`src/rtl/seq_pkg.sv`:
```
// Shared types and constants for the serial sequence feeder and detector.
package seq_pkg;

    typedef enum logic {
        IDLE  = 1'b0,
        SHIFT = 1'b1
    } ser_state_t;

    localparam int SEQ_WIDTH = 8;
    localparam int SEQ_DEPTH = 4;
    // Matches the detector's count output width.
    localparam int SEQ_CNT_W = 16;

endpackage

```
`src/rtl/seq_fifo.sv`:
```
// Synchronous FIFO with an occupancy counter; head word is readable combinationally.
module seq_fifo #(
    parameter int WIDTH = 8,
    parameter int DEPTH = 4
) (
    input  logic             Clk,
    input  logic             Reset,
    input  logic             push,
    input  logic [WIDTH-1:0] push_data,
    input  logic             pop,
    output logic [WIDTH-1:0] pop_data,
    output logic             full,
    output logic             empty
);

    localparam int PTR_W = $clog2(DEPTH);
    localparam int OCC_W = PTR_W + 1;

    logic [WIDTH-1:0] mem [DEPTH];
    logic [PTR_W-1:0] wr_ptr;
    logic [PTR_W-1:0] rd_ptr;
    logic [OCC_W-1:0] occ;
    logic             do_push;
    logic             do_pop;

    assign full     = (occ == OCC_W'(DEPTH));
    assign empty    = (occ == '0);
    assign do_push  = push && !full;
    assign do_pop   = pop && !empty;
    assign pop_data = mem[rd_ptr];

    // Pointers wrap naturally because DEPTH is a power of two.
    always_ff @(posedge Clk or negedge Reset) begin
        if (!Reset) begin
            wr_ptr <= '0;
            rd_ptr <= '0;
            occ    <= '0;
        end else begin
            if (do_push) wr_ptr <= wr_ptr + PTR_W'(1);
            if (do_pop)  rd_ptr <= rd_ptr + PTR_W'(1);
            case ({do_push, do_pop})
                2'b10:   occ <= occ + OCC_W'(1);
                2'b01:   occ <= occ - OCC_W'(1);
                default: occ <= occ;
            endcase
        end
    end

    always_ff @(posedge Clk or negedge Reset) begin
        if (!Reset) begin
            for (int i = 0; i < DEPTH; i++) mem[i] <= '0;
        end else if (do_push) begin
            mem[wr_ptr] <= push_data;
        end
    end

endmodule

```
`src/rtl/seq_serializer.sv`:
```
// Parallel-to-serial feeder: FIFO-buffered words shifted out MSB-first, one bit per cycle.
module seq_serializer
    import seq_pkg::*;
#(
    parameter int WIDTH = SEQ_WIDTH,
    parameter int DEPTH = SEQ_DEPTH
) (
    input  logic                 Clk,
    input  logic                 Reset,
    input  logic [WIDTH-1:0]     DataIn,
    input  logic                 InValid,
    output logic                 InReady,
    input  logic                 Hold,
    output logic                 SerOut,
    output logic                 SerValid,
    output logic [SEQ_CNT_W-1:0] BytesSent
);

    localparam int CNT_W = $clog2(WIDTH);
    localparam logic [CNT_W-1:0] LAST_BIT = CNT_W'(WIDTH - 1);

    ser_state_t           state_q, state_d;
    logic [WIDTH-1:0]     shift_q, shift_d;
    logic [CNT_W-1:0]     cnt_q, cnt_d;
    logic [SEQ_CNT_W-1:0] sent_d;
    logic                 pop;
    logic                 fifo_full;
    logic                 fifo_empty;
    logic [WIDTH-1:0]     fifo_data;

    seq_fifo #(
        .WIDTH(WIDTH),
        .DEPTH(DEPTH)
    ) u_fifo (
        .Clk       (Clk),
        .Reset     (Reset),
        .push      (InValid && !fifo_full),
        .push_data (DataIn),
        .pop       (pop),
        .pop_data  (fifo_data),
        .full      (fifo_full),
        .empty     (fifo_empty)
    );

    assign InReady  = !fifo_full;
    assign SerOut   = (state_q == SHIFT) ? shift_q[WIDTH-1] : 1'b0;
    assign SerValid = (state_q == SHIFT) && !Hold;

    always_ff @(posedge Clk or negedge Reset) begin
        if (!Reset) begin
            state_q   <= IDLE;
            shift_q   <= '0;
            cnt_q     <= '0;
            BytesSent <= '0;
        end else begin
            state_q   <= state_d;
            shift_q   <= shift_d;
            cnt_q     <= cnt_d;
            BytesSent <= sent_d;
        end
    end

    // Pops look at registered occupancy, so a word pushed this edge is loaded next edge.
    always_comb begin
        state_d = state_q;
        shift_d = shift_q;
        cnt_d   = cnt_q;
        sent_d  = BytesSent;
        pop     = 1'b0;
        case (state_q)
            IDLE: begin
                if (!fifo_empty && !Hold) begin
                    pop     = 1'b1;
                    shift_d = fifo_data;
                    cnt_d   = '0;
                    state_d = SHIFT;
                end
            end
            SHIFT: begin
                if (!Hold) begin
                    shift_d = shift_q << 1;
                    cnt_d   = cnt_q + CNT_W'(1);
                    if (cnt_q == LAST_BIT) begin
                        sent_d = BytesSent + SEQ_CNT_W'(1);
                        cnt_d  = '0;
                        // Reload straight from the FIFO to avoid a bubble between words.
                        if (!fifo_empty) begin
                            pop     = 1'b1;
                            shift_d = fifo_data;
                        end else begin
                            state_d = IDLE;
                        end
                    end
                end
            end
            default: state_d = IDLE;
        endcase
    end

endmodule

```
`config.mk`:
```
export PLATFORM = sky130hd
export DESIGN_NAME = seq_serializer
export DESIGN_NICKNAME = d
export VERILOG_FILES = /design/src/rtl/seq_pkg.sv /design/src/rtl/seq_fifo.sv /design/src/rtl/seq_serializer.sv
export SDC_FILE = /design/constraint.sdc
export NUM_CORES = 1
export LEC_CHECK = 0
export ABC_AREA = 1
export CAP_MARGIN = 10
export CORE_MARGIN = 2
export CORE_UTILIZATION = 60
export DETAILED_ROUTE_END_ITERATION = 10
export PLACE_DENSITY = 0.82
export SYNTH_ARGS = -nofsm -noshare
export SYNTH_HDL_FRONTEND = slang
export SYNTH_HIERARCHICAL = 1
export SYNTH_SLANG_ARGS = --single-unit
export TNS_END_PERCENT = 30
```
`constraint.sdc`:
```
create_clock -name Clk -period 4.5 [get_ports Clk]
set_input_delay 0.9 -clock Clk [delete_from_list [all_inputs] [get_ports Clk]]
set_output_delay 0.9 -clock Clk [all_outputs]
set_load 0.005 [all_outputs]
```
==> results.json <==
{
  "outcome": "finished, final reports clean",
  "finalPower_mw": 2.28,
  "hold_path_class": "reg -> reg",
  "synthCells": 421,
  "drt.antenna.violating_nets": 0,
  "ctsHoldBuffers": 0,
  "yosysSeqAreaShare": 0.475,
  "dpl_cell_area_sq_um": 3810,
  "root_buffer": "clkbuf_8",
  "synthAdderAreaFrac": 0.0376,
  "worstSetupPathType": "in -> out",
  "dp_hpwl_mm": 5.35,
  "cts_tree": "yes",
  "synth-simple-area-share": 0.318,
  "fmax_mhz": 333,
  "synth_area_leader_cell": "dfrtp_1",
  "numPortBuffers": 30,
  "diodes": 0,
  "yosysMostFrequentCell": "nand2_1",
  "finalHoldViolations": 0,
  "grt_pass1_vias": 2713,
  "clk_pin_slew_ps": 60,
  "worst_clock_skew_ps": 7.76,
  "p_leak_nw": 2.04,
  "min_period_over_period": 0.666,
  "critPathLaunch": "Hold",
  "synthXorXnorAreaFrac": 0.0223,
  "route.detailed.drc": 0,
  "crit_end": "SerValid",
  "synthArstFlopShare": 1.00,
  "wirelength_mm": 7.70,
  "synth_edf_count": 0,
  "dr_total_vias": 2927,
  "clkLatencyLatePin_ps": 340,
  "yosys-top-cells-area": "dfrtp_1 48%, nand2_1 13%, nand4_1 7.3%",
  "drtIter0Drc": 246,
  "setup_tns_ps": 0,
  "synth_nets": 443,
  "crit_required_ps": 3600,
  "grt_max_degree": 42,
  "cp.arrival_ps": 2100,
  "powerDensity_nw_per_um2": 572,
  "nets": 469,
  "r2r_end": "u_fifo/occ[2]$_DFFE_PN0P_",
  "area_delta_synth_final_pct": 13.0,
  "die_area_sq_um": 6510,
  "critPathMaxFanout": 4,
  "peakVddDrop_v": 0.000321,
  "synth_top_family_by_area": "simple AND/OR/NAND/NOR gates",
  "critPathLaunchType": "input pin",
  "r2r_cells": 15,
  "cts_buffers": 9,
  "via_per_inst": 5.59,
  "finish.utilization": 0.711,
  "die_w_um": 80.7,
  "avgSynthCellArea_sq_um": 8.38,
  "start_util": 0.629,
  "rrSetupSlack_ps": 1750,
  "synth_compound_area_frac": 0.0695,
  "yosysWarnings": 6,
  "gp_congestion": 0.832,
  "htreeDepth": 3,
  "grt_antenna_before_repair": 0,
  "core_area_sq_um": 5610,
  "drive_above_1_share": 0.0841,
  "grt_first_pass_wirelength_mm": 12.7,
  "final-setup-viol-count": 0,
  "synthFlopType": "dfrtp_1",
  "die_y_um": 80.7,
  "stdcell_count": 524,
  "timing.rr.start": "cnt_q[1]$_DFFE_PN0P_",
  "postCtsSetupBuffers": 0,
  "place_inst": 508,
  "wire_per_inst_um": 14.7,
  "yosysTopAreaCellShare": 0.475,
  "clock_path_buffers": 2,
  "cap_viol_max_count": 0,
  "synth_mux_area_frac": 0,
  "cts_resized": 0,
  "synth_common_cells": "120 x nand2_1, 67 x dfrtp_1, 41 x nand4_1",
  "fillers": 451,
  "synth_area_sq_um": 3530,
  "ys_ff_latch": 67,
  "fp-row-count": 27,
  "post-route-min-period_ps": 3000,
  "final-max-slew-violation-count": 0,
  "slew_headroom": 0.398,
  "hold_depth": 2,
  "stdcell_area_sq_um": 3990,
  "grt_usage": 0.257,
  "endpoint_kind": "output pin",
  "rsz0062_at_grt": "no",
  "tightest_slew_ps": 903,
  "grt-ovfl-total": 0,
  "ios": 31,
  "firstDrtPassIters": 5,
  "synth.distinct_cells": 33,
  "clock-sinks": 67
}
[registers in the layout, summed over array words and instances, names as in the netlist]
name	cells
BytesSent	16
u_fifo/occ	3
shift_q	8
state_q	1
u_fifo/wr_ptr	2
cnt_q	3
u_fifo/mem	32
u_fifo/rd_ptr	2
[critical path: stages]
cell and delay, ps:
clkdlybuf4s50_1 480, nor2_4 190, clkdlybuf4s50_1 520
[area by class of cell]
cell class | count | area (sq um) | area share
Sequential cell | 67 | 1680 | 0.420
Timing Repair Buffer | 33 | 318 | 0.0797
Clock buffer | 14 | 163 | 0.0408
Inverter | 40 | 150 | 0.0377
Clock inverter | 2 | 10.0 | 0.00251
Multi-Input combinational cell | 296 | 1580 | 0.396
Tap cell | 72 | 90.1 | 0.0226
[worst min-delay path by stage]
| stage | from | end | slack, ps |
|---|---|---|---|
| after floorplan | u_fifo/mem[0]$_DFFE_PN0P_ | u_fifo/mem[0]$_DFFE_PN0P_ | 440 |
| after global placement | u_fifo/mem[3]$_DFFE_PN0P_ | u_fifo/mem[3]$_DFFE_PN0P_ | 450 |
| after detailed placement | u_fifo/mem[6]$_DFFE_PN0P_ | u_fifo/mem[6]$_DFFE_PN0P_ | 450 |
| after CTS | u_fifo/mem[20]$_DFFE_PN0P_ | u_fifo/mem[20]$_DFFE_PN0P_ | 470 |
| after global routing | u_fifo/mem[8]$_DFFE_PN0P_ | u_fifo/mem[8]$_DFFE_PN0P_ | 500 |
| final | u_fifo/mem[20]$_DFFE_PN0P_ | u_fifo/mem[20]$_DFFE_PN0P_ | 470 |
[through the flow]
stage          hold WS (ps)  setup WS, ps
6_report                469          1500
2_1_floorplan           437          1940
4_1_cts                 471          1490
5_1_grt                 499          1290
3_3_place_gp            448          1310
3_5_place_dp            454          1240
[placed cells by master (no fill, tap or decap), drive strengths merged, types with 3 or more instances in the layout]
cell,netlist,routed
o211ai,3,3
inv,40,40
xor2,4,4
clkdlybuf4s50,0,29
ha,9,9
o21ai,35,35
nand4,41,41
nand2,125,125
nor3,4,4
buf,18,4
nand3,19,19
dfrtp,67,67
nor2,41,41
a21oi,4,4
clkbuf,0,14
xnor2,5,5
[layer usage]
metal	up-vias	track usage	wire [um]
met5	-	0	0
met4	0	0.102	77
met3	8	0.0360	403
met2	79	0.397	3730
met1	1401	0.369	3480
li1	1439	-	-
[cells by family (layout without fill, tap and decap cells)]
group | after synthesis | after routing
adders and majority gates | 10 | 10
AOI/OAI and AO/OA | 45 | 45
xor gates and xnor gates | 9 | 9
and+or+nand+nor | 232 | 232
DFF | 67 | 67
buffers and inverters | 58 | 89
[power breakdown]
| part | switching (mW) | internal, mW |
|---|---|---|
| Clock | 0.222 | 0.229 |
| Sequential | 0.161 | 0.818 |
| Combinational | 0.544 | 0.307 |
No activity file was read; power rests on OpenSTA's default activity.
